## src/rtl/ifft8_pkg.sv

```systemverilog
// Shared types and constants for the 8-point sequential inverse FFT.
package ifft8_pkg;

    localparam int DW      = 32;
    localparam int TW      = 16;
    localparam int TW_FRAC = 14;

    // Twiddle ROM, W^m = e^{+j2*pi*m/8} in signed Q1.14
    localparam logic signed [TW-1:0] W0_RE = 16'sd16384;
    localparam logic signed [TW-1:0] W0_IM = 16'sd0;
    localparam logic signed [TW-1:0] W1_RE = 16'sd11585;
    localparam logic signed [TW-1:0] W1_IM = 16'sd11585;
    localparam logic signed [TW-1:0] W2_RE = 16'sd0;
    localparam logic signed [TW-1:0] W2_IM = 16'sd16384;
    localparam logic signed [TW-1:0] W3_RE = -16'sd11585;
    localparam logic signed [TW-1:0] W3_IM = 16'sd11585;

    typedef enum logic [1:0] {
        LOAD    = 2'd0,
        COMPUTE = 2'd1,
        OUTPUT  = 2'd2
    } state_e;

    function automatic logic [2:0] bitrev3(input logic [2:0] n);
        return {n[0], n[1], n[2]};
    endfunction

    function automatic logic signed [TW-1:0] twiddleRe(input logic [1:0] m);
        case (m)
            2'd0:    return W0_RE;
            2'd1:    return W1_RE;
            2'd2:    return W2_RE;
            default: return W3_RE;
        endcase
    endfunction

    function automatic logic signed [TW-1:0] twiddleIm(input logic [1:0] m);
        case (m)
            2'd0:    return W0_IM;
            2'd1:    return W1_IM;
            2'd2:    return W2_IM;
            default: return W3_IM;
        endcase
    endfunction

endpackage

```

## src/rtl/cplx_bfly_dif.sv

```systemverilog
// Combinational radix-2 decimation-in-frequency butterfly:
// a' = a + b, b' = ((a - b) * W) >>> 14, all sums wrapping modulo 2^DW.
module cplx_bfly_dif
    import ifft8_pkg::*;
(
    input  logic signed [DW-1:0] a_re_i,
    input  logic signed [DW-1:0] a_im_i,
    input  logic signed [DW-1:0] b_re_i,
    input  logic signed [DW-1:0] b_im_i,
    input  logic signed [TW-1:0] w_re_i,
    input  logic signed [TW-1:0] w_im_i,
    output logic signed [DW-1:0] a_re_o,
    output logic signed [DW-1:0] a_im_o,
    output logic signed [DW-1:0] b_re_o,
    output logic signed [DW-1:0] b_im_o
);

    // Wide enough to hold the difference of two DW x TW products without overflow.
    localparam int PW = DW + TW + 1;

    logic signed [DW-1:0] diffRe;
    logic signed [DW-1:0] diffIm;
    logic signed [PW-1:0] prodRe;
    logic signed [PW-1:0] prodIm;

    // Sum/difference wrap at DW; the twiddle product is kept at full precision, floored, then truncated.
    always_comb begin
        a_re_o = a_re_i + b_re_i;
        a_im_o = a_im_i + b_im_i;
        diffRe = a_re_i - b_re_i;
        diffIm = a_im_i - b_im_i;
        prodRe = PW'(diffRe) * PW'(w_re_i) - PW'(diffIm) * PW'(w_im_i);
        prodIm = PW'(diffRe) * PW'(w_im_i) + PW'(diffIm) * PW'(w_re_i);
        b_re_o = DW'(prodRe >>> TW_FRAC);
        b_im_o = DW'(prodIm >>> TW_FRAC);
    end

endmodule

```

## src/rtl/ifft8_seq.sv

```systemverilog
// Sequential 8-point inverse FFT: load 8 bins, run 12 in-place DIF butterflies,
// stream 8 time samples out in natural order scaled by 1/8.
module ifft8_seq
    import ifft8_pkg::*;
(
    input  logic          clk,
    input  logic          rst_n,
    input  logic          in_valid,
    output logic          in_ready,
    input  logic [DW-1:0] in_re,
    input  logic [DW-1:0] in_im,
    output logic          out_valid,
    input  logic          out_ready,
    output logic [DW-1:0] out_re,
    output logic [DW-1:0] out_im,
    output logic          out_last,
    output logic          busy
);

    state_e               state_q;
    logic [2:0]           loadCnt_q;
    logic [3:0]           bflyCnt_q;
    logic [2:0]           outCnt_q;
    logic                 inReady_q;
    logic                 outValid_q;
    logic                 outLast_q;
    logic                 busy_q;
    logic signed [DW-1:0] outRe_q;
    logic signed [DW-1:0] outIm_q;

    logic signed [DW-1:0] ramRe_q [8];
    logic signed [DW-1:0] ramIm_q [8];

    logic [2:0]           idxA_d;
    logic [2:0]           idxB_d;
    logic [1:0]           twIdx_d;
    logic [2:0]           rdIdx_d;
    logic signed [DW-1:0] rdRe_d;
    logic signed [DW-1:0] rdIm_d;
    logic                 loadFire;

    logic signed [DW-1:0] bfARe;
    logic signed [DW-1:0] bfAIm;
    logic signed [DW-1:0] bfBRe;
    logic signed [DW-1:0] bfBIm;

    assign in_ready  = inReady_q;
    assign out_valid = outValid_q;
    assign out_last  = outLast_q;
    assign busy      = busy_q;
    assign out_re    = outRe_q;
    assign out_im    = outIm_q;
    assign loadFire  = (state_q == LOAD) && in_valid && inReady_q;

    // Map the butterfly counter (stage in [3:2], butterfly in [1:0]) to the pair (i, i+h) and twiddle index m.
    always_comb begin
        idxA_d  = '0;
        idxB_d  = '0;
        twIdx_d = '0;
        case (bflyCnt_q[3:2])
            2'd0: begin
                idxA_d  = {1'b0, bflyCnt_q[1:0]};
                idxB_d  = {1'b1, bflyCnt_q[1:0]};
                twIdx_d = bflyCnt_q[1:0];
            end
            2'd1: begin
                idxA_d  = {bflyCnt_q[1], 1'b0, bflyCnt_q[0]};
                idxB_d  = {bflyCnt_q[1], 1'b1, bflyCnt_q[0]};
                twIdx_d = {bflyCnt_q[0], 1'b0};
            end
            default: begin
                idxA_d  = {bflyCnt_q[1:0], 1'b0};
                idxB_d  = {bflyCnt_q[1:0], 1'b1};
                twIdx_d = 2'd0;
            end
        endcase
    end

    // Select the next output sample from the bit-reversed RAM and apply the 1/8 scale.
    always_comb begin
        rdIdx_d = bitrev3((state_q == OUTPUT) ? (outCnt_q + 3'd1) : 3'd0);
        rdRe_d  = ramRe_q[rdIdx_d] >>> 3;
        rdIm_d  = ramIm_q[rdIdx_d] >>> 3;
    end

    cplx_bfly_dif u_bfly (
        .a_re_i (ramRe_q[idxA_d]),
        .a_im_i (ramIm_q[idxA_d]),
        .b_re_i (ramRe_q[idxB_d]),
        .b_im_i (ramIm_q[idxB_d]),
        .w_re_i (twiddleRe(twIdx_d)),
        .w_im_i (twiddleIm(twIdx_d)),
        .a_re_o (bfARe),
        .a_im_o (bfAIm),
        .b_re_o (bfBRe),
        .b_im_o (bfBIm)
    );

    // Working RAM: bins land here during LOAD, butterflies overwrite their pair in place during COMPUTE.
    always_ff @(posedge clk) begin
        if (loadFire) begin
            ramRe_q[loadCnt_q] <= in_re;
            ramIm_q[loadCnt_q] <= in_im;
        end else if (state_q == COMPUTE) begin
            ramRe_q[idxA_d] <= bfARe;
            ramIm_q[idxA_d] <= bfAIm;
            ramRe_q[idxB_d] <= bfBRe;
            ramIm_q[idxB_d] <= bfBIm;
        end
    end

    // Frame sequencing with registered handshake outputs.
    always_ff @(posedge clk or negedge rst_n) begin
        if (!rst_n) begin
            state_q    <= LOAD;
            loadCnt_q  <= '0;
            bflyCnt_q  <= '0;
            outCnt_q   <= '0;
            inReady_q  <= 1'b1;
            outValid_q <= 1'b0;
            outLast_q  <= 1'b0;
            busy_q     <= 1'b0;
            outRe_q    <= '0;
            outIm_q    <= '0;
        end else begin
            case (state_q)
                LOAD: begin
                    if (loadFire) begin
                        loadCnt_q <= loadCnt_q + 3'd1;
                        if (loadCnt_q == 3'd7) begin
                            state_q   <= COMPUTE;
                            inReady_q <= 1'b0;
                            busy_q    <= 1'b1;
                            bflyCnt_q <= '0;
                        end
                    end
                end
                COMPUTE: begin
                    bflyCnt_q <= bflyCnt_q + 4'd1;
                    if (bflyCnt_q == 4'd11) begin
                        state_q    <= OUTPUT;
                        outCnt_q   <= '0;
                        outValid_q <= 1'b1;
                        outLast_q  <= 1'b0;
                        outRe_q    <= rdRe_d;
                        outIm_q    <= rdIm_d;
                    end
                end
                OUTPUT: begin
                    if (out_ready) begin
                        if (outCnt_q == 3'd7) begin
                            state_q    <= LOAD;
                            loadCnt_q  <= '0;
                            outValid_q <= 1'b0;
                            outLast_q  <= 1'b0;
                            inReady_q  <= 1'b1;
                            busy_q     <= 1'b0;
                        end else begin
                            outCnt_q  <= outCnt_q + 3'd1;
                            outLast_q <= (outCnt_q == 3'd6);
                            outRe_q   <= rdRe_d;
                            outIm_q   <= rdIm_d;
                        end
                    end
                end
                default: begin
                    state_q   <= LOAD;
                    inReady_q <= 1'b1;
                end
            endcase
        end
    end

endmodule

```

## config.mk

```make
export PLATFORM = sky130hd
export DESIGN_NAME = ifft8_seq
export DESIGN_NICKNAME = d
export VERILOG_FILES = /design/src/rtl/ifft8_pkg.sv /design/src/rtl/cplx_bfly_dif.sv /design/src/rtl/ifft8_seq.sv
export SDC_FILE = /design/constraint.sdc
export NUM_CORES = 2
export LEC_CHECK = 0
export ABC_AREA = 0
export CORE_AREA = 2 2 531 533
export CTS_CLUSTER_SIZE = 30
export DETAILED_ROUTE_END_ITERATION = 7
export DIE_AREA = 0 0 533 535
export RECOVER_POWER = 50
export SYNTH_ARGS = -nofsm -noshare
export SYNTH_HDL_FRONTEND = slang
export SYNTH_HIERARCHICAL = 1
export SYNTH_SLANG_ARGS = --single-unit
export TNS_END_PERCENT = 5
```

## constraint.sdc

```tcl
create_clock -name clk -period 15.06 [get_ports clk]
set_input_delay 2.259 -clock clk [delete_from_list [all_inputs] [get_ports clk]]
set_output_delay 2.259 -clock clk [all_outputs]
set_load 0.02 [all_outputs]
```

# After elaboration in Yosys (flattened, before gate mapping)
# Memory sizes are Yosys's and may differ from the RTL's.
# Index checks and enable logic that the tools add are counted.
# Widths: inputs -> output; s select.
op_classes:
  add_sub_neg: 9
  multipliers: 4
  eq_ne: 15
  muxes: 58
  bitwise_logic: 1
  reduce_logical: 18
op_table:
  columns: ["cell", "n"]
  rows:
  - ["$mux 32", 8]
  - ["$mul 32x16->46", 4]
  - ["$pmux 32 s2", 2]
  - ["$add 32x32->32", 2]
  - ["$reduce_or 32->1", 2]
  - ["$sub 32x32->32", 2]
  - ["$pmux 16 s3", 1]
  - ["$add 46x46->46", 1]
  - ["$sub 46x46->46", 1]
  - ["$pmux 15 s2", 1]
  - ["$mux 3", 9]
  - ["$pmux 3 s2", 4]
  - ["$mux 1", 19]
  - ["$reduce_and 5->1", 3]
  - ["$reduce_and 4->1", 3]
  - ["$mux 2", 5]
  - ["$eq 3x3->1 const B", 3]
  - ["$mux 4", 2]
  - ["$pmux 4 s2", 1]
  - ["$add 3x1->3 const B", 2]
  - ["$eq 2x1->1 const B", 3]
  - ["$logic_not 2->1", 3]
  - ["$ne 2x1->1 const B", 3]
  - ["$ne 2x2->1 const B", 3]
  - ["11 further kinds", 18]
word_totals:
  reg_bits: 80
  mem_bits_rw: 512
  in_bits: 68
  output_inout_bits: 68
  word_cells: 117
  memories: 2
memory_table:
  columns: ["memory", "words", "width", "read_ports", "rd_clocked_by_memory_dff", "write_ports", "line_no", "text"]
  rows:
  - ["ramIm_q", 8, 32, 3, 0, 2, "ifft8_seq.sv:32", "logic signed [DW-1:0] ramIm_q [8];"]
  - ["ramRe_q", 8, 32, 3, 0, 2, "ifft8_seq.sv:31", "logic signed [DW-1:0] ramRe_q [8];"]

# Longest topological paths before layout
depth:
  ltp_word: 7
  ltp_mapped: 53
  mapped_depth_nobuf: 48

# Cells and area by module
# Netlist, hierarchy kept.
modules_own_cells:
  columns: ["mod", "instances", "cells_per_inst", "area_per_inst_um2", "seq_area_each_um2"]
  rows:
  - ["cplx_bfly_dif", 1, 8423, 74732.9, 0.0]
  - ["ifft8_seq", 1, 3684, 36407.4, 17227.8]

# Worst setup path before layout
# Ideal clock, no wire load.
synth_path:
  path_kind: "reg-to-reg"
  start: "register bflyCnt_q[2]"
  end: "memory ramIm_q[2][31], data pin"
  setup_time_ps: 273
  arrival_time_ps: 11226
  required_time_ps: 14787
  path_slack_ps: 3560
  stages_incl_launch_ff: 49
  path_buffers: 4
  synth_period_minus_slack_ps: 11500
  path_cell_list: "dfrtp_1 > buf_2 > or3b_1 > buf_2 > clkbuf_1 > and3_1 > a211oi_1 > o22ai_1 > inv_1 > ha_1 > inv_1 > fa_1 > a211oi_2 > o21bai_1 > and2_1 > o41ai_2 > nor2_1 > nor2_1 > [... 13 more ...] > fa_1 > fa_1 > inv_1 > fa_1 > inv_1 > ha_1 > a21o_1 > a21o_1 > a211oi_2 > or3b_1 > o22ai_2 > a31oi_4 > a2111oi_4 > nor3_1 > xnor3_1 > xor3_1 > nor2_1 > a21oi_1"
synth_lines:
  columns: ["element", "line_no", "text"]
  rows:
  - ["from (decl)", "ifft8_seq.sv:22", "logic [3:0] bflyCnt_q;"]
  - ["from (signal assigned)", "ifft8_seq.sv:139", "bflyCnt_q <= bflyCnt_q + 4'd1;"]
  - ["to (decl)", "ifft8_seq.sv:32", null]

==> flow_summary.yaml <==
global_route:
  antenna_found_initial: 28
  grt_max_degree: 195
  grt-ovfl-total: 0
  grt_pass1_vias: 88580
  grt_pass1_wl_mm: 564.6
  grt_use_total_pct: 26.03
floorplan:
  dieWidth_um: 533
  coreArea_sq_mm: 0.2789
  rows: 194
  ios: 136
  initial_utilization_pct: 39.85
  die-area_sq_mm: 0.2852
  die_h_um: 535
sta:
  max-slew-margin-rel_pct: -258.3
  tns_ns: 0
  finalSetupViolations: 0
  skew_ns: 0.02655
  worst_slew_pin_slew_ns: 5.318
  slew_violations: 562
  period_share_pct: 95.15
  finalHoldViolCount: 0
  layout_min_cycle_time_ns: 14.33
  grt_setup_unrepaired: "false"
  max_freq_mhz: 69.79
critical_path:
  cp-startpoint: "bflyCnt_q[3]"
  crit_type: "reg2reg"
  r2r_cells: 44
  critPathArrivalTime_ns: 14.84
  slowest_stage: "xnor2_2"
  cp_data_required_time_ns: 15.58
  r2r_setup_slack_ns: 0.73
  reg2reg_to: "ramRe_q[2][28]"
  critPathMostFrequentCell: "fa_1"
  slowest_delay_ns: 0.86
  rr_startpoint: "bflyCnt_q[3]"
  worst_setup_path_start_kind: "register"
  critPathMaxFanout: 103
  crit_end: "ramRe_q[2][28]"
  cp-end-kind: "register"
layout:
  final_cell_mix: "2383 x inv_1, 2048 x fa_1, 1063 x nand2_1"
  fin_cells: 15487
  layout_commonest_cell: "inv_1"
  nets: 14340
  fill_cells: 27289
  drive_above_1_share_pct: 5.206
  utilization_pct: 42.50
  syn_to_final_growth_pct: 6.650
outcome:
  violations: "max-capacitance violations, max-slew violations"
  run_status: "finished, violations left"
pwr:
  swShare_pct: 58.63
  p_leak_nw: 53.50
  clock_power_share_pct: 11.9
  power_frac_seq_pct: 13.4
  p_int_w: 0.005452
  powerDensity_mw_per_mm2: 111.2
  switching_power_w: 0.007727
  ir_drop_v: 0.0003454
  p_comb_share_pct: 74.7
hold_path:
  hp-class: "reg2reg"
routing:
  via_per_inst: 5.523
  drt_drc_violations_left: 0
  antenna_left: 0
  routed_wl_mm: 371.7
  vias: 85533
  first_iter_violations: 8480
  wire_per_inst_um: 24.00
  dr.pass1.iters: 6
synth:
  ys_ff_latch: 586
  ys.flop_type: "edfxtp_1"
  synth_edf_count: 512
  avgSynthCellArea_sq_um: 9.180
  syn_inst: 12107
  yosys_warnings: 6
  netlist_area_sq_mm: 0.1111
  synthArstFlopShare_pct: 12.63
  ys_seq_area_share_pct: 15.50
  synth.distinct_cells: 107
clock_tree:
  post-cts-setup-buffer-count: 0
  insertion_delay_ns: 0.68
  cts_tree: "done"
  ctsHoldBuffers: 0
  cts.htree.levels: 2
  root_buffer: "clkbuf_16"
  clock_sinks: 586
  clk_pin_slew_ns: 0.07
  ctsResizeCount: 0
  cts_buffers: 57
  cts_buffer_depth: 3
placed_design:
  globalplace.congestion: 0.9446
  place_inst: 15373
  port-buffer-count: 135
  dp_hpwl_mm: 268.7
job:
  cap_violations: 21
-- power by group through the flow --
stage | clock network [W] | registers (W) | logic (W)
after floorplan | 0 | 0.00180 | 0.00549
after global routing | 0.00162 | 0.00176 | 0.0106
after global placement | 0 | 0.00180 | 0.00954
after CTS | 0.00157 | 0.00176 | 0.00959
after detailed placement | 0 | 0.00180 | 0.00954
final | 0.00157 | 0.00176 | 0.00985
-- metrics by stage --
step | worst slack, ns | total power (W) | instance area (sq um) | hold WS, ns
after detailed placement | 1.287 | 0.01134 | 116700 | 0.4863
after floorplan | 3.560 | 0.007289 | 111200 | 0.4781
after global placement | 1.375 | 0.01134 | 116700 | 0.4868
final | 0.7311 | 0.01318 | 118500 | 0.4930
after global routing | 0.2494 | 0.01398 | 118500 | 0.5223
after CTS | 1.275 | 0.01293 | 118700 | 0.5013
-- cells by family (layout without fill, tap and decap cells) --
logic type      count (synthesis)  in the layout  share of synthesized area (%)
buf+inv                      3241           2881                          11.28
simple gates                 3122           3122                          13.46
fa+ha+maj                    2564           2564                          42.70
compound gates               1892           1892                          10.88
flops                         586            586                          15.50
mux                           470            470                          4.317
xor+xnor                      231            231                          1.865
other cells                     1             17                       0.003374
-- metal layers --
metal / global-route usage (%) / up-vias / share of wire (%) / routed length [um]
met5: 0 / - / 0.0091 / 34
met1: 35.00 / 43653 / 41 / 150700
met2: 42.51 / 4051 / 46 / 172800
met3: 4.735 / 771 / 9.3 / 34530
met4: 8.320 / 6 / 3.7 / 13640
li1: - / 37052 / - / -
-- cell usage after synthesis (all sizes together) (7+ instances only) --
| library cell | n | area (sq um) |
|---|---|---|
| o221ai | 67 | 593.1 |
| or2 | 7 | 43.79 |
| a31oi | 76 | 490.5 |
| a221oi | 11 | 102.6 |
| o21ai | 383 | 1921 |
| nand2 | 1065 | 3998 |
| a21o | 64 | 483.0 |
| a22o | 9 | 78.83 |
| and2 | 886 | 5543 |
| ha | 516 | 6456 |
| fa | 2048 | 41000 |
| xor2 | 49 | 429.2 |
| buf | 224 | 1199 |
| xnor2 | 179 | 1575 |
| or3 | 10 | 62.56 |
| o21a | 23 | 172.7 |
| clkbuf | 627 | 2366 |
| mux2i | 395 | 3954 |
| nand4 | 20 | 125.1 |
| a21oi | 636 | 3194 |
| nor2 | 760 | 2858 |
| dfrtp | 73 | 1827 |
| a31o | 12 | 105.1 |
| nor3 | 43 | 220.2 |
| edfxtp | 512 | 15370 |
| a21boi | 18 | 135.1 |
| mux2 | 75 | 844.6 |
| o31ai | 10 | 98.84 |
| a211oi | 143 | 1089 |
| o22ai | 182 | 1145 |
| o21bai | 37 | 281.5 |
| a221o | 115 | 1151 |
| nor2b | 77 | 481.7 |
| nand2b | 56 | 350.3 |
| nand3 | 29 | 145.1 |
| a21bo | 56 | 560.5 |
| and3 | 135 | 844.6 |
| inv | 2389 | 8967 |
| nor4 | 8 | 50.05 |
-- how the worst min path moves through the flow --
stage	from	depth (start not counted)	to
after detailed placement	out_last	2	out_last
after floorplan	outCnt_q[2]	2	outCnt_q[2]
after global routing	out_re[18]	1	out_re[18]
after CTS	out_last	2	out_last
final	out_last	2	out_last
after global placement	out_last	2	out_last
-- cell type report --
cell class	count	area (sq um)	share of cell area, %
Antenna cell	7	17.52	0.01478
Clock buffer	70	1538	1.297
Clock inverter	37	394.1	0.3325
Inverter	2390	8981	7.577
Multi-Input combinational cell	8289	82280	69.42
Sequential cell	586	17240	14.54
Tap cell	3724	4659	3.931
Timing Repair Buffer	384	3422	2.887
-- critical path, delay by kind of cell, from the launching register on --
kind	cells	cell delay [ns]
compound gates	18	4.18
xor+xnor	1	0.86
fa+ha+maj	10	4.89
buf+inv	8	1.63
flops	1	0.82
simple gates	7	1.51
-- sequential cells by signal, indices dropped and copies added, names as in the netlist, 2 cells and up --
| signal | count |
|---|---|
| out_im | 29 |
| loadCnt_q | 3 |
| out_re | 29 |
| bflyCnt_q | 4 |
| state_q | 2 |
| ramIm_q | 256 |
| outCnt_q | 3 |
| ramRe_q | 256 |
Power figures use the tool's default switching activity.
